$ cat config.mk
export PLATFORM = sky130hd
export DESIGN_NAME = upower_multicycle_ctrl
export DESIGN_NICKNAME = d
export VERILOG_FILES = /design/src/rtl/upower_multicycle_ctrl_pkg.sv /design/src/rtl/upower_multicycle_ctrl_opclass_decode.sv /design/src/rtl/upower_multicycle_ctrl.sv
export SDC_FILE = /design/constraint.sdc
export NUM_CORES = 1
export LEC_CHECK = 0
export CAP_MARGIN = 20
export CORE_MARGIN = 2
export CORE_UTILIZATION = 50
export DETAILED_ROUTE_END_ITERATION = 16
export DONT_BUFFER_PORTS = 1
export PLACE_DENSITY_LB_ADDON = 0.12
export SLEW_MARGIN = 25
export SYNTH_ARGS = -nofsm -noshare
export SYNTH_HDL_FRONTEND = slang
export SYNTH_HIERARCHICAL = 1
export SYNTH_SLANG_ARGS = --single-unit
$ cat constraint.sdc
create_clock -name clk -period 10.17 [get_ports clk]
set_input_delay 2.034 -clock clk [delete_from_list [all_inputs] [get_ports clk]]
set_output_delay 2.034 -clock clk [all_outputs]
set_load 0.02 [all_outputs]
$ cat src/rtl/upower_multicycle_ctrl_pkg.sv
// Shared types for the uPower multicycle sequencer: FSM states, opcode
// numbers, instruction classes and branch-target sign extension.
package upower_pkg;

  typedef enum logic [2:0] {
    ST_IDLE   = 3'd0,
    ST_FETCH  = 3'd1,
    ST_DECODE = 3'd2,
    ST_EXEC   = 3'd3,
    ST_MEM    = 3'd4,
    ST_WB     = 3'd5,
    ST_TRAP   = 3'd6
  } state_e;

  typedef enum logic [2:0] {
    CL_ALU     = 3'd0,
    CL_LOAD    = 3'd1,
    CL_STORE   = 3'd2,
    CL_BR_I    = 3'd3,
    CL_BR_B    = 3'd4,
    CL_ILLEGAL = 3'd5
  } opclass_e;

  localparam logic [5:0] OP_ADDI  = 6'd14;
  localparam logic [5:0] OP_ADDIS = 6'd15;
  localparam logic [5:0] OP_B     = 6'd18;
  localparam logic [5:0] OP_BC    = 6'd19;
  localparam logic [5:0] OP_ORI   = 6'd24;
  localparam logic [5:0] OP_XORI  = 6'd26;
  localparam logic [5:0] OP_ANDI  = 6'd28;
  localparam logic [5:0] OP_X     = 6'd31;
  localparam logic [5:0] OP_LWZ   = 6'd32;
  localparam logic [5:0] OP_LBZ   = 6'd34;
  localparam logic [5:0] OP_STW   = 6'd36;
  localparam logic [5:0] OP_STB   = 6'd38;
  localparam logic [5:0] OP_LHZ   = 6'd40;
  localparam logic [5:0] OP_LHA   = 6'd42;
  localparam logic [5:0] OP_STH   = 6'd44;
  localparam logic [5:0] OP_LD    = 6'd58;
  localparam logic [5:0] OP_STD   = 6'd62;

  // Sign-extends the low `width` bits of field to 32 bits.
  function automatic logic [31:0] sext_target(input logic [31:0] field,
                                              input int unsigned width);
    logic [4:0] sh;
    sh = 5'(32 - width);
    return $signed(field << sh) >>> sh;
  endfunction

endpackage

$ cat src/rtl/upower_multicycle_ctrl_opclass_decode.sv
// Combinational primary-opcode to instruction-class mapping.
module upower_opclass_decode
  import upower_pkg::*;
(
  input  logic [5:0] opcode_i,
  output logic [2:0] opclass_o
);

  opclass_e cls;

  always_comb begin
    cls = CL_ILLEGAL;
    unique case (opcode_i)
      OP_X, OP_ADDI, OP_ADDIS, OP_ORI, OP_XORI, OP_ANDI: cls = CL_ALU;
      OP_LWZ, OP_LBZ, OP_LHZ, OP_LHA, OP_LD:             cls = CL_LOAD;
      OP_STW, OP_STB, OP_STH, OP_STD:                    cls = CL_STORE;
      OP_B:                                              cls = CL_BR_I;
      OP_BC:                                             cls = CL_BR_B;
      default:                                           cls = CL_ILLEGAL;
    endcase
  end

  assign opclass_o = cls;

endmodule

$ cat src/rtl/upower_multicycle_ctrl.sv
// Multicycle uPower sequencer: owns PC/IR, steps fetch, decode, execute,
// memory and writeback phases, and traps on unsupported opcodes.
module upower_multicycle_ctrl
  import upower_pkg::*;
#(
  parameter logic [31:0] RESET_PC = 32'h0000_0000,
  parameter int unsigned CNT_W    = 32
) (
  input  logic             clk,
  input  logic             rst_n,
  input  logic             run,
  output logic             imem_req,
  output logic [31:0]      imem_addr,
  input  logic [31:0]      imem_rdata,
  input  logic             imem_valid,
  output logic [31:0]      ir,
  output logic             alu_start,
  input  logic             alu_done,
  input  logic             branch_cond,
  output logic             dmem_req,
  output logic             dmem_we,
  input  logic             dmem_valid,
  output logic             rf_we,
  output logic             lr_we,
  output logic [31:0]      lr_wdata,
  output logic [31:0]      pc,
  output logic [2:0]       state_o,
  output logic             illegal,
  output logic [CNT_W-1:0] retired_cnt
);

  state_e           state_q;
  logic [31:0]      pc_q;
  logic [31:0]      pc_d;
  logic [31:0]      ir_q;
  logic [31:0]      lr_wdata_q;
  logic [CNT_W-1:0] cnt_q;
  logic             imem_req_q;
  logic             alu_start_q;
  logic             dmem_req_q;
  logic             dmem_we_q;
  logic             rf_we_q;
  logic             lr_we_q;
  logic             illegal_q;

  logic [2:0]       cls_raw;
  opclass_e         cls;
  logic             is_branch;
  logic             retire;
  logic [31:0]      pc_plus4;
  logic [31:0]      base;

  upower_opclass_decode u_decode (
    .opcode_i  (ir_q[31:26]),
    .opclass_o (cls_raw)
  );

  assign cls       = opclass_e'(cls_raw);
  assign is_branch = (cls == CL_BR_I) || (cls == CL_BR_B);
  assign pc_plus4  = pc_q + 32'd4;

  // AA selects an absolute target; BC falls through when its condition is false.
  always_comb begin
    base = ir_q[1] ? '0 : pc_q;
    pc_d = pc_plus4;
    if (cls == CL_BR_I) begin
      pc_d = base + sext_target({6'b0, ir_q[25:2], 2'b00}, 32'd26);
    end else if (cls == CL_BR_B && branch_cond) begin
      pc_d = base + sext_target({16'b0, ir_q[15:2], 2'b00}, 32'd16);
    end
  end

  always_comb begin
    retire = 1'b0;
    unique case (state_q)
      ST_EXEC: retire = is_branch;
      ST_MEM:  retire = dmem_valid && (cls == CL_STORE);
      ST_WB:   retire = 1'b1;
      default: retire = 1'b0;
    endcase
  end

  // Strobes are registered on the edge that enters the state they belong to,
  // so each is high exactly for the cycle(s) spent in that state.
  always_ff @(posedge clk or negedge rst_n) begin
    if (!rst_n) begin
      state_q     <= ST_IDLE;
      pc_q        <= RESET_PC;
      ir_q        <= '0;
      lr_wdata_q  <= '0;
      cnt_q       <= '0;
      imem_req_q  <= 1'b0;
      alu_start_q <= 1'b0;
      dmem_req_q  <= 1'b0;
      dmem_we_q   <= 1'b0;
      rf_we_q     <= 1'b0;
      lr_we_q     <= 1'b0;
      illegal_q   <= 1'b0;
    end else begin
      alu_start_q <= 1'b0;
      rf_we_q     <= 1'b0;
      lr_we_q     <= 1'b0;
      unique case (state_q)
        ST_IDLE: begin
          if (run) begin
            state_q    <= ST_FETCH;
            imem_req_q <= 1'b1;
          end
        end
        ST_FETCH: begin
          if (imem_valid) begin
            ir_q       <= imem_rdata;
            imem_req_q <= 1'b0;
            state_q    <= ST_DECODE;
          end
        end
        ST_DECODE: begin
          unique case (cls)
            CL_ALU, CL_LOAD, CL_STORE: begin
              state_q     <= ST_EXEC;
              alu_start_q <= 1'b1;
            end
            CL_BR_I, CL_BR_B: begin
              state_q    <= ST_EXEC;
              lr_we_q    <= ir_q[0];
              lr_wdata_q <= ir_q[0] ? pc_plus4 : lr_wdata_q;
            end
            default: begin
              state_q   <= ST_TRAP;
              illegal_q <= 1'b1;
            end
          endcase
        end
        ST_EXEC: begin
          if (!is_branch && alu_done) begin
            if (cls == CL_ALU) begin
              state_q <= ST_WB;
              rf_we_q <= 1'b1;
            end else begin
              state_q    <= ST_MEM;
              dmem_req_q <= 1'b1;
              dmem_we_q  <= (cls == CL_STORE);
            end
          end
        end
        ST_MEM: begin
          if (dmem_valid) begin
            dmem_req_q <= 1'b0;
            dmem_we_q  <= 1'b0;
            if (cls == CL_LOAD) begin
              state_q <= ST_WB;
              rf_we_q <= 1'b1;
            end
          end
        end
        ST_WB: begin
          state_q <= ST_WB;
        end
        default: begin
          state_q <= ST_TRAP;
        end
      endcase
      if (retire) begin
        pc_q       <= pc_d;
        cnt_q      <= cnt_q + CNT_W'(1);
        state_q    <= run ? ST_FETCH : ST_IDLE;
        imem_req_q <= run;
      end
    end
  end

  assign imem_req    = imem_req_q;
  assign imem_addr   = pc_q;
  assign ir          = ir_q;
  assign alu_start   = alu_start_q;
  assign dmem_req    = dmem_req_q;
  assign dmem_we     = dmem_we_q;
  assign rf_we       = rf_we_q;
  assign lr_we       = lr_we_q;
  assign lr_wdata    = lr_wdata_q;
  assign pc          = pc_q;
  assign state_o     = state_q;
  assign illegal     = illegal_q;
  assign retired_cnt = cnt_q;

endmodule

# After elaboration in Yosys (flattened, before gate mapping)
# Memories as Yosys holds them, arrays and structs flattened.
# Index checks and enable logic that the tools add are counted.
# op_classes
reduce_logical,18
mul,0
n_eq_ne,17
bitwise,1
div_mod_pow,0
mux,34
shift,0
n_addsub,4
magnitude_cmp,0
# op_table
cell,n
2-to-1 mux 32 bit,3
adder 32 bit,2
adder 32 x 1 -> 32 bit (second input constant),1
adder 32 x 3 -> 32 bit (second input constant),1
2-to-1 mux 3 bit,7
2-to-1 mux 1 bit,18
case mux 3 bit (6 select lines),1
!= test 3 bit (second input constant),5
== test 3 x 2 -> 1 bit (second input constant),4
== test 3 bit (second input constant),3
case mux 1 bit (2 select lines),4
== test 3 x 1 -> 1 bit (second input constant),2
zero test 3 bit,2
!= test 2 bit (second input constant),3
AND reduction 3 bit,2
AND reduction 5 bit,1
OR reduction 5 bit,1
AND reduction 2 bit,2
AND reduction 4 bit,1
logical AND 1 bit,3
case mux 1 bit (3 select lines),1
nonzero test 3 bit,1
OR reduction 3 bit,1
nonzero test 2 bit,1
4 further kinds,4
# totals
romBits,192
wordCells,87
mem_bits_rw,0
reg_bits,138
inputBits,39
mem_count,1
latch_bits,0
output_inout_bits,170
# mem_list
memory,words,word_bits,rd,rd_clocked_by_memory_dff,wr,line_no,source
(no name shown),64,3,1,0,0,upower_multicycle_ctrl_opclass_decode.sv:13,unique case (opcode_i)

# Logic depth before layout (Yosys ltp)
# Gate-level depths: netlist of run 1.
# An unclocked memory read counts as a cell.
# logic_depth
ltp_word,8
depth_mapped,18
mapped_depth_nobuf,14

# Hierarchy
# The synthesis of run 1 kept the hierarchy.
# by_module_without_submodules
mod,area_per_inst_um2,seq_area_each_um2,instances,cells_per_inst
upower_multicycle_ctrl,9970.8,3453.3,1,1190
upower_opclass_decode,232.7,0.0,1,31

# Worst setup path after synthesis of run 1
# Ideal clock, no wire load.
# synth_timing
path_kind,flip-flop to flip-flop
start,"reg ir_q[1], in the netlist ir[1]"
end,"reg pc_q[30], in the netlist imem_addr[30]"
synth_period_minus_slack_ns,4.695
setup_ns,0.138
arrival_ns,4.557
path_buffers,6
path_slack_ns,5.475
t_required_ns,10.032
path_stages_with_launch,19
path_cell_list,dfrtp_1 > clkbuf_1 > buf_2 > buf_2 > buf_2 > buf_1 > clkbuf_1 > nor2b_1 > ha_1 > fa_1 > a211oi_1 > nor2_1 > o31ai_1 > a21oi_1 > a311o_1 > o41ai_2 > o31a_1 > xor2_1 > o221ai_1
# synth_via
elab_chain_cells,4
word_cells_on_any_way,5
classes_between,2 x add/sub; 3 x mux
# synth_rtl
element,line_no,source
start: declaration,upower_multicycle_ctrl.sv:35,logic [31:0] ir_q;
start signal: assignment,upower_multicycle_ctrl.sv:112,ir_q <= imem_rdata;
2-to-1 mux 32 bit (*),upower_multicycle_ctrl.sv:64,base = ir_q[1] ? '0 : pc_q;
adder 32 bit,upower_multicycle_ctrl.sv:69,"pc_d = base + sext_target({16'b0, ir_q[15:2], 2'b00}, 32'd16);"
2-to-1 mux 32 bit,upower_multicycle_ctrl.sv:68,end else if (cls == CL_BR_B && branch_cond) begin
2-to-1 mux 32 bit (*),upower_multicycle_ctrl.sv:66,if (cls == CL_BR_I) begin
end signal: assignment,upower_multicycle_ctrl.sv:164,pc_q <= pc_d;
end: declaration,upower_multicycle_ctrl.sv:33,logic [31:0] pc_q;
# Every way passes the cells marked *; elsewhere a longest branch is shown, timed or not.
# A chain may end at the register's enable or synchronous reset.

# Worst setup path after layout of run 1
# layout_timing
start,"reg ir_q[1], in the netlist ir[1]"
end,"reg pc_q[20], in the netlist imem_addr[20]"
# The elaborated chain is that of the path after synthesis.

==> flow_metrics.env, run 1 <==
export IMPL_p_per_area_mw_per_mm2=399.0
export IMPL_power_switching_mw=2.248
export IMPL_pre_cts_slack_ps=5646
export IMPL_reg2reg_from="ir[1]"
export IMPL_clock_sinks=138
export IMPL_crit_chain="buf_4 -> nor2b_1 -> ha_1 -> fa_1 -> a211oi_1 -> nor2_1 -> o31ai_1 -> a21oi_1 -> nor2_1 -> a21oi_1 -> o311ai_0 -> o21ai_0 -> o21ai_0"
export IMPL_grt_max_degree=139
export IMPL_drt_total_wl_um=28390
export IMPL_ant_nets=0
export IMPL_num_vias=8708
export IMPL_yosysTopAreaCell="dfrtp_1"
export IMPL_setup_ws_ps=5468
export IMPL_fin_setup_tns_ps=0
export IMPL_vias_per_cell=6.137
export IMPL_wl_per_cell_um=20.00
export IMPL_busiest_layer="met2"
export IMPL_r2r_cells=13
export IMPL_core_area_sq_mm=0.02010
export IMPL_crit_buf_inv=1
export IMPL_cts_setup_buffers=0
export IMPL_synth_top_area_share_pct=33.84
export IMPL_slew_violations=0
export IMPL_clk_latency_ps=430
export IMPL_max_slew_margin_pct=33.27
export IMPL_ff2ff_setup_slack_ps=5470
export IMPL_drtPass1Iterations=6
export IMPL_die_area_sq_mm=0.02157
export IMPL_grt_overflow=0
export IMPL_drc=0
export IMPL_gp_congestion=0.9320
export IMPL_syn_nets=1295
export IMPL_ys_types=79
export IMPL_first_iter_violations=739
export IMPL_p_leak_nw=4.402
export IMPL_layout_commonest_cell="nand2_1"
export IMPL_ctsLongestPathBuffers=2
export IMPL_period_minus_slack_ps=4702
export IMPL_htreeDepth=4
export IMPL_cp_slowest_cell="dfrtp_2"
export IMPL_area_delta_synth_final_pct=4.378
export IMPL_finalSetupViolCount=0
export IMPL_critical_path_top_delay_family="compound AO/OA/AOI/OAI gates"
export IMPL_globalRouteMet2Util_pct=41.53
export IMPL_crit_end="imem_addr[20]"
export IMPL_whs_path_depth=1
export IMPL_rsz0062_at_grt="false"
export IMPL_clk_root_buffer_cell="clkbuf_16"
export IMPL_start_kind="flip-flop"
export IMPL_yosysSeqAreaShare_pct=33.84
export IMPL_ctsHoldBuffers=0
export IMPL_cts_resized=0
export IMPL_synthTopCellsByArea="dfrtp_1 (34%), xnor2_1 (5.7%), nand2_1 (5.2%)"
export IMPL_final_layout_size_suffix_gt1_share_pct=8.703
export IMPL_mostFrequentLayoutCells="nand2_1 (139), dfrtp_1 (136), nor2_1 (89), o21ai_0 (89), a21oi_1 (80)"
export IMPL_die_h_um=146.9
export IMPL_critical_path_depth=13
export IMPL_cts_buffers=17
export IMPL_portBuffers=0
export IMPL_dp_hpwl_um=20060
export IMPL_max_freq_mhz=212.7
export IMPL_finalPower_mw=4.250
export IMPL_tightest_slew_ps=1001
export IMPL_clkPwrFrac_pct=15.2
export IMPL_grt_usage_pct=26.36
export IMPL_grt_util_met3_pct=6.056
export IMPL_crit_path_start="ir[1]"
export IMPL_cp_arrival_ps=5020
export IMPL_path_class="flip-flop to flip-flop"
export IMPL_yosys_warnings=6
export IMPL_period_share_pct=46.23
export IMPL_ir_drop_v=0.0001964
export IMPL_combPwrFrac_pct=52.5
export IMPL_die_x_um=146.9
export IMPL_pin_count=209
export IMPL_hold_path_class="flip-flop to flip-flop"
export IMPL_hold_violations=0
export IMPL_n_antenna_cell=0
export IMPL_outcome="completed"
export IMPL_nets=1210
export IMPL_p_int_mw=2.002
export IMPL_syn_mean_instance_area_sq_um=8.357
export IMPL_finClkSkew_ps=10.15
export IMPL_cts_tree="built"
export IMPL_synth_async_reset_ratio_pct=100.0
export IMPL_initial_utilization_pct=50.75
export IMPL_critical_path_required_ps=10490
export IMPL_synth_edff_count=0
export IMPL_synth_area_sq_mm=0.01020
export IMPL_antenna_found_initial=0
export IMPL_critPathMaxFanout=52
export IMPL_grt_pass1_vias=8234
export IMPL_grt_pass1_wl_um=45530
export IMPL_pwr_share_seq_pct=32.4
export IMPL_fillers=1907
export IMPL_use_met1_pct=35.67
export IMPL_ys_seq_elements=138
export IMPL_netSwitchingFraction_pct=52.89
export IMPL_maxCapViolCount=0
export IMPL_synth_ff_type="dfrtp_1"
export IMPL_netlist_instances=1221
export IMPL_reg2reg_to="imem_addr[20]"
export IMPL_slowest_delay_ps=590
export IMPL_clk_pin_slew_ps=60
export IMPL_fp_row_count=52
export IMPL_cp_end_kind="flip-flop"
cell type report:
type / instances / area, sq um / area share, %
timing repair buffer: 10 / 75.07 / 0.7049
clock inverter: 13 / 152.6 / 1.433
multi-input combinational: 944 / 6082 / 57.11
tap: 270 / 337.8 / 3.172
sequential: 138 / 3456 / 32.45
clock buffer: 19 / 452.9 / 4.253
inverter: 25 / 93.84 / 0.8811
worst min-delay path by stage:
| stage | end | slack, ps | from |
|---|---|---|---|
| finish | retired_cnt[31] | 600 | retired_cnt[31] |
| global route | retired_cnt[31] | 630 | retired_cnt[31] |
| CTS | retired_cnt[31] | 610 | retired_cnt[31] |
| detailed placement | retired_cnt[31] | 600 | retired_cnt[31] |
| global placement | retired_cnt[31] | 590 | retired_cnt[31] |
| floorplan | lr_wdata[0] | 480 | imem_addr[0] |
worst reg2reg max path, stage by stage, from the launching register on:
cell,delay [ps]
dfrtp_2,590
buf_4,520
nor2b_1,150
ha_1,260
fa_1,430
a211oi_1,340
nor2_1,110
o31ai_1,580
a21oi_1,330
nor2_1,480
a21oi_1,120
o311ai_0,300
o21ai_0,150
o21ai_0,240
metal layers:
layer  up-vias  part of all wire (%)
met5         -                     0
met4         0                   2.7
met3        56                   7.1
met2       311                    45
met1      4154                    45
li1       4187                     -
stage by stage:
| step | utilization [%] | hold slack (ps) | instance area, sq um | instances |
|---|---|---|---|---|
| after floorplan | - | 476.0 | 10200 | 1221 |
| after global placement | 49.94 | 592.6 | 10040 | 1387 |
| after detailed placement | 49.94 | 599.8 | 10040 | 1387 |
| after CTS | 52.96 | 609.0 | 10650 | 1419 |
| after global routing | 52.97 | 627.2 | 10650 | 1419 |
| final | 52.97 | 604.0 | 10650 | 1419 |
power groups by stage:
stage | combinational [mW] | clock, mW | sequential, mW
floorplan | 1.97 | 0 | 1.13
global placement | 2.19 | 0 | 1.38
detailed placement | 2.20 | 0 | 1.39
CTS | 2.21 | 0.658 | 1.37
global route | 2.47 | 0.680 | 1.42
finish | 2.23 | 0.644 | 1.38
registers in the layout, summed over array words and instances, names as in the netlist:
register     cells
lr_wdata        32
ir              32
lr_we            1
rf_we            1
retired_cnt     32
dmem_req         1
illegal          1
imem_addr       32
dmem_we          1
imem_req         1
state_o          3
alu_start        1
kinds of logic after synthesis:
family / after synthesis / synth area share [%]
adders and majority gates: 39 / 4.758
muxes: 41 / 4.464
DFF: 138 / 33.84
xor gates and xnor gates: 102 / 8.755
AOI/OAI and AO/OA: 318 / 19.94
buffers and inverters: 139 / 6.622
and+or+nand+nor: 444 / 21.62
synthesized netlist by cell type, types with 32 or more instances:
library cell  instances
nand3_1              43
mux2_2               32
nor2_1               89
a21oi_1              80
xnor2_1              66
o21ai_0              89
dfrtp_1             138
ha_1                 34
clkbuf_1             56
xor2_1               36
nand2_1             140
buf_4                34
nor2b_1              32
No activity file was read; power rests on OpenSTA's default activity.
==> run 2, diff against run 1 <==
clock period = 4.25 ns   (was 10.17 ns; I/O delays follow)
==> run 2 against run 1 <==
Register-to-register slack worse by 5100 ps; sequential power up 110%; sequential cell count unchanged; power up 150%; die area unchanged; hold slack worse by 490 ps; sequential share of layout area down 0.85 points; non-clock buffer count up 33; highest routed layer unchanged.
==> flow_metrics.env, run 2 (synthesis results as in run 1) <==
export IMPL_layout_commonest_cell="nand2_1"
export IMPL_core_area_sq_mm=0.02010
export IMPL_slew_violations=0
export IMPL_ir_drop_v=0.0004873
export IMPL_max_freq_mhz=260.3
export IMPL_period_share_pct=90.38
export IMPL_finalSetupViolCount=0
export IMPL_n_antenna_cell=0
export IMPL_first_iter_violations=758
export IMPL_grt_overflow=0
export IMPL_clk_latency_ps=430
export IMPL_vias_per_cell=6.061
export IMPL_gp_congestion=0.9525
export IMPL_finalPower_mw=10.44
export IMPL_clk_pin_slew_ps=60
export IMPL_netSwitchingFraction_pct=51.87
export IMPL_path_class="flip-flop to flip-flop"
export IMPL_critical_path_required_ps=4560
export IMPL_hold_violations=0
export IMPL_cp_arrival_ps=4150
export IMPL_num_vias=8801
export IMPL_grt_usage_pct=26.47
export IMPL_drt_total_wl_um=28820
export IMPL_ctsLongestPathBuffers=2
export IMPL_p_per_area_mw_per_mm2=955.0
export IMPL_fillers=1859
export IMPL_cts_resized=0
export IMPL_tightest_slew_ps=921.2
export IMPL_maxCapViolCount=0
export IMPL_outcome="completed"
export IMPL_pwr_share_seq_pct=27.8
export IMPL_clk_root_buffer_cell="clkbuf_16"
export IMPL_critPathMaxFanout=11
export IMPL_clock_sinks=138
export IMPL_dp_hpwl_um=20790
export IMPL_antenna_found_initial=0
export IMPL_die_x_um=146.9
export IMPL_ctsHoldBuffers=0
export IMPL_drtPass1Iterations=7
export IMPL_area_delta_synth_final_pct=7.185
export IMPL_rsz0062_at_grt="false"
export IMPL_pre_cts_slack_ps=424.2
export IMPL_cp_end_kind="flip-flop"
export IMPL_cts_tree="built"
export IMPL_fp_row_count=52
export IMPL_clkPwrFrac_pct=15.3
export IMPL_p_leak_nw=4.568
export IMPL_finClkSkew_ps=11.39
export IMPL_grt_pass1_vias=8195
export IMPL_hold_path_class="input port to asynchronous set/reset pin"
export IMPL_pin_count=209
export IMPL_reg2reg_from="ir[28]"
export IMPL_htreeDepth=4
export IMPL_mostFrequentLayoutCells="nand2_1 (140), dfrtp_1 (136), nor2_1 (89), o21ai_0 (89), a21oi_1 (80)"
export IMPL_nets=1243
export IMPL_max_slew_margin_pct=38.59
export IMPL_final_layout_size_suffix_gt1_share_pct=11.34
export IMPL_die_h_um=146.9
export IMPL_setup_ws_ps=408.9
export IMPL_die_area_sq_mm=0.02157
export IMPL_initial_utilization_pct=50.75
export IMPL_grt_pass1_wl_um=45350
export IMPL_grt_max_degree=139
export IMPL_fin_setup_tns_ps=0
export IMPL_drc=0
export IMPL_ant_nets=0
export IMPL_crit_path_start="ir[28]"
export IMPL_start_kind="flip-flop"
export IMPL_power_switching_mw=5.417
export IMPL_cts_buffers=17
export IMPL_wl_per_cell_um=19.85
export IMPL_combPwrFrac_pct=56.9
export IMPL_portBuffers=0
export IMPL_period_minus_slack_ps=3841
export IMPL_cts_setup_buffers=0
export IMPL_p_int_mw=5.028
-- run 2: changes by cell type in the layout (fill, tap and decap cells not counted), sizes merged --
cell    change
buf        +33
bufinv      +1
clkbuf      +1
clkinv      +2
inv         -4
-- run 2: power groups by stage --
stage	clock network, mW	logic [mW]	registers, mW
after floorplan	0	4.74	2.71
after global placement	0	5.82	2.92
after detailed placement	0	5.86	2.93
after CTS	1.63	5.88	2.91
after global routing	1.68	6.54	2.99
final	1.60	5.94	2.90
-- run 2: through the flow --
stage	hold slack (ps)	util, %	area, sq um	cells
after floorplan	476.0	-	10220	1221
after global placement	535.5	51.23	10300	1420
after detailed placement	534.6	51.23	10300	1420
after CTS	101.8	54.36	10930	1452
after global routing	100.1	54.40	10940	1452
final	112.1	54.40	10940	1452
-- run 2: layer usage --
metal / GRT usage, % / vias up / share of wire [%]
li1: - / 4231 / -
met1: 36.27 / 4177 / 45
met2: 41.34 / 350 / 45
met3: 6.149 / 43 / 7.0
met4: 9.126 / 0 / 2.5
met5: 0 / - / 0
-- run 2: layout make-up --
cell class / instances / area [sq um] / area share, %
Inverter: 25 / 93.84 / 0.8580
Clock inverter: 12 / 162.7 / 1.487
Timing Repair Buffer: 43 / 322.8 / 2.952
Multi-Input combinational cell: 944 / 6097 / 55.75
Clock buffer: 20 / 466.7 / 4.267
Tap cell: 270 / 337.8 / 3.089
Sequential cell: 138 / 3456 / 31.60
-- run 2: worst paths after layout --
kind	end	slack [ps]	depth (start not counted)
min reg2reg	imem_addr[6]	550	2
max	retired_cnt[30]	410	12
min	rf_we	110	0
min in group clk	ir[15]	550	2
max in group asynchronous	lr_wdata[19]	3920	0
max reg2reg	retired_cnt[30]	410	12
-- run 2: worst max-delay path, stage by stage, from the launching register on --
cell and delay [ps]:
dfrtp_1 660, nand2_1 180, a2111oi_2 350, or2_1 240
nor3b_1 270, a21oi_1 100, or3b_1 440, o21a_1 200
nor3_2 300, nand3_1 240, nor2_1 420, nand4_1 170
xnor2_1 150
==> patch 1, RTL diff (config.mk and constraints of run 2) <==
`CNT_W`: 32 -> 16.
--- a/src/rtl/upower_multicycle_ctrl.sv
+++ b/src/rtl/upower_multicycle_ctrl.sv
@@ -6,3 +6,3 @@
   parameter logic [31:0] RESET_PC = 32'h0000_0000,
-  parameter int unsigned CNT_W    = 32
+  parameter int unsigned CNT_W    = 16
 ) (
Ports: changed (resized retired_cnt); port bits go from 209 to 193. No check against the original RTL was run, so the function may have changed too.
==> patch 1 against run 2 <==
- routed wire length shrank 6.9%
- sequential cell count down 16
- first-iteration DRC count shrank 13%
- area after synthesis decreased by 8.6%
- worst setup slack better by 190 ps
- critical path depth is 2 higher
- total power decreased by 2.0%
- worst hold slack better by 13 ps
- non-clock buffer count fell by 1
- final area is 8.8% lower
- critical endpoint is now imem_addr[29]
==> patch 1: results (changes against run 2) <==
Logic synthesis:
- Yosys attributes the largest share of cell area to dfrtp_1 33%, xnor2_1 5.4%, o21ai_0 4.9%.
- The area fraction in compound gates after synthesis is 22.1% (+2.2 points).
- The area share of fa/ha/maj cells after synthesis is 5.43% (+0.67 points).
- The post-synthesis mux area share came to 4.12% (-0.35 points).
- The XOR/XNOR share of the synthesized area came to 9.01% (+0.26 points).
- The commonest cells after synthesis are 122 x dfrtp_1, 120 x nand2_1, 92 x o21ai_0, 72 x nor2_1, 67 x a21oi_1.
- The per-instance average area after synthesis is 8.43 um^2 (+0.92%).
- The most frequently used flop master after synthesis is dfrtp_1.
- The post-synthesis net count is 1,180 (-8.9%).
- The unique cell type count in the Yosys netlist is 79 (unchanged).
- The sequential element share of the synthesized area is 32.7% (-1.1 points).

Placement:
- The post-place setup slack came to 678 ps (+254 ps).
- The instance count after placement with tap cells included was 1,274 (-10%).
- The final weighted congestion of routability-driven global placement is 0.959 (+0.70%).
- The placed wire-length estimate after detailed placement is 19,400 um (-6.5%).
- The cell area after placement is 9400 um^2 (-8.7%).
- The count of buffers from port buffering is 0 (unchanged).

Route:
- The iteration count of the initial detailed-routing pass was 5 (-2).
- The count of routing violations after the opening detailed-route iteration is 660 (-13%).
- The sum of routed wire length over all layers is 26,800 um (-6.9%).
- The vias per cell is 6.23 (+2.7%).
- The number of vias after detailed routing is 8,131 (-7.6%).

Worst setup path:
- The delay of the slowest critical-path stage was 570 ps (-90 ps).
- The highest net fanout along the worst path is 8 (-3).
- The most critical setup path has its startpoint at ir[26].
- The kind of cell with the highest combined delay along the critical path is compound AO/OA/AOI/OAI gates.
- The minimum setup slack among reg-to-reg paths was 600 ps (+190 ps).
- The length in cells of the worst reg-to-reg path came to 14 (+2).
- The arrival time reported for the critical path endpoint was 3980 ps (-170 ps).
- In this run the worst setup path terminates at imem_addr[29].

Clock tree:
- The number of levels in the clock H-tree is 4 (unchanged).
- The cell at the root of the clock tree is clkbuf_16.

Layout:
- The proportion of layout cells with a drive suffix above 1 is 12.4% (+1.1 points).
- The final-layout fill cell count is 1,734 (-6.7%).
- The total number of nets in the final design is 1,138 (-8.4%).

Global routing:
- The maximum number of pins on one net before global-route repair is 123 (-12%).
- The global-route wire length before repair was 42,600 um (-6.0%).
- The overall global routing resource usage is 27.3% (+0.85 points).
- The via count of the first global-routing pass is 7,434 (-9.3%).

Power and ir drop:
- The reported combinational group power was 6.10 mW (+3%).
- The switching power total is 5.43 mW (+0.18%).
- The worst voltage drop across the vdd grid is 0.503 mV (+3.2%).
- The power density over the cells is 1030 nW/um^2 (+7.5%).
- The clock network power share is 13.9% (-1.4 points).
- The static leakage is 4.23 nW (-7.4%).

STA:
- The headroom to the max-slew limit was 43.8% (+5.2 points).
- The worst setup skew after layout is 14.4 ps (+2.99 ps).
- The worst hold slack is 125 ps (+12.9 ps).
- The part of the cycle the worst path needs was 85.9% (-4.5 points).

Status:
- The run finished with clean final reports.
## patch 1: changes by cell type after synthesis, moves of 6 or more
cell and delta:
a22oi_1 +6, clkbuf_1 -14, buf_1 -9, xnor2_1 -9, a21oi_1 -13, dfrtp_1 -16, a31oi_1 -6, nand3_1 -6
nor2_1 -17, buf_2 +10, nor3_1 -18, mux2i_1 -6, nand2_1 -20
## patch 1: metal layers
metal,part of all wire (%),global-route usage [%],up-vias
met5,0,0,-
met1,47,40.5,3842
met2,43,39.9,388
met3,8.5,6.66,35
li1,-,-,3866
met4,1.7,7.47,0
## patch 1: cell type report
cell class / instances / area [um^2] / share of cell area [%]
Multi-Input combinational cell: 855 / 5640 / 56.5
Sequential cell: 122 / 3050 / 30.6
Clock buffer: 18 / 439 / 4.40
Timing Repair Buffer: 42 / 328 / 3.29
Tap cell: 229 / 287 / 2.87
Clock inverter: 14 / 133 / 1.33
Inverter: 26 / 97.6 / 0.979
==> patch 2, RTL diff (flow settings as in run 2) <==
Without the edit above. Register the output `state_o` once more, with the module's reset; this adds one clock of latency there. The other outputs are not delayed to match.
--- a/src/rtl/upower_multicycle_ctrl.sv
+++ b/src/rtl/upower_multicycle_ctrl.sv
@@ -181,3 +181,9 @@
   assign pc          = pc_q;
-  assign state_o     = state_q;
+  always_ff @(posedge clk or negedge rst_n) begin
+    if (!rst_n) begin
+      state_o <= '0;
+    end else begin
+      state_o <= state_q;
+    end
+  end
   assign illegal     = illegal_q;
Function: changed (Yosys sat finds a counterexample within 4 cycles, from zero or initial values and one cycle with rst_n low).
==> patch 2 against run 2 <==
- sequential cell count increased by 3
- routed wire length decreased by 0.37%
- maximum frequency decreased by 2.2%
- sequential power increased by 5%
- worst setup slack got worse by 85 ps
- largest power group unchanged
- final area decreased by 0.47%
- utilization decreased by 0.079 points
- combinational power decreased by 5.9%
- total power decreased by 1.5%
- first-iteration DRC count decreased by 9.6%
- area after synthesis decreased by 0.93%
==> patch 2: results (changes against run 2) <==
Placement:
- The placed wire-length estimate after detailed placement is 20,600 um (-0.74%).
- The final weighted congestion of routability-driven global placement was 0.966 (+1.4%).
- The cell area after placement is 10,200 um^2 (-0.57%).
- The post-place setup slack was 337 ps (-86.7 ps).
- The instance count after placement with tap cells included is 1,403 (-1.2%).

Layout:
- The count of inserted antenna diode cells was 1 (+1).
- The proportion of cell area occupied by registers is 32.4% (+0.83 points).
- The total number of nets in the final design came to 1,226 (-1.4%).
- The non-clock buffering overhead in the final layout is 2.90% (-0.055 points).
- The area occupied by multi-input gates came to 5930 um^2 (-2.7%).
- The inverter count is 34 (+36%).
- The clock buffer count is 18 (-10%).

Route:
- The routed metal-1 wire length is 12,400 um (-4.6%).
- The number of vias after detailed routing is 8,770 (-0.35%).
- The met3 wirelength from detailed routing came to 2270 um (+13%).
- The wire length on met2 was 13,400 um (+2.6%).
- The sum of routed wire length over all layers is 28,700 um (-0.37%).

STA:
- The headroom to the max-slew limit is 30.2% (-8.3 points).
- The worst setup skew after layout is 8.87 ps (-2.52 ps).

Logic synthesis:
- The XOR/XNOR share of the synthesized area is 8.92% (+0.17 points).
- The unique cell type count in the Yosys netlist is 85 (+7.6%).
- The area fraction in compound gates after synthesis was 20.3% (+0.32 points).
- Sorting the synthesized cells by how often they occur yields 144 x nand2_1, 141 x dfrtp_1, 98 x o21ai_0, 92 x nor2_1, 75 x xnor2_1.
- Sorting the synthesized cells by area gives the leading types as dfrtp_1 35%, xnor2_1 6.5%, nand2_1 5.3%.
- The post-synthesis mux area share is 4.38% (-0.082 points).
- The area share of fa/ha/maj cells after synthesis is 4.80% (+0.045 points).

Worst setup path:
- The minimum setup slack among reg-to-reg paths came to 320 ps (-80 ps).

Global routing:
- The met3 track utilization from global routing came to 7.06% (+0.91 points).
- The via count of the first global-routing pass was 8,399 (+2.5%).
- The global routing met1 resource utilization is 35.4% (-0.86 points).

Status:
- The flow ran to the end, and the final reports show no timing, DRC or antenna violations.
## patch 2: worst register-to-register path: cells and delay by family, from the launching register on
kind / cells / cell delay (ps)
buf+inv: 1 / 150
mux: 1 / 150
flops: 1 / 570
simple gates: 7 / 1510
compound gates: 3 / 970
xor+xnor: 1 / 160
fa+ha+maj: 1 / 310
## patch 2: path summary, 6_finish.rpt
kind,startpoint,end,depth (start not counted)
max,ir[26],retired_cnt[31],14
min,rst_n,state_o[0],0
max reg2reg,ir[26],retired_cnt[31],14
min reg2reg,imem_addr[6],imem_addr[6],2
max in group asynchronous,rst_n,ir[1],0
min in group clk,imem_rdata[15],ir[15],2
## patch 2: power by group
| part | leakage [nW] | switching, mW | total (mW) | internal [mW] |
|---|---|---|---|---|
| sequential | 1.79 | 1.25 | 3.05 | 1.80 |
| combinational | 2.46 | 3.42 | 5.59 | 2.17 |
| clock | 0.310 | 0.641 | 1.65 | 1.01 |
| total | 4.56 | 5.31 | 10.3 | 4.98 |
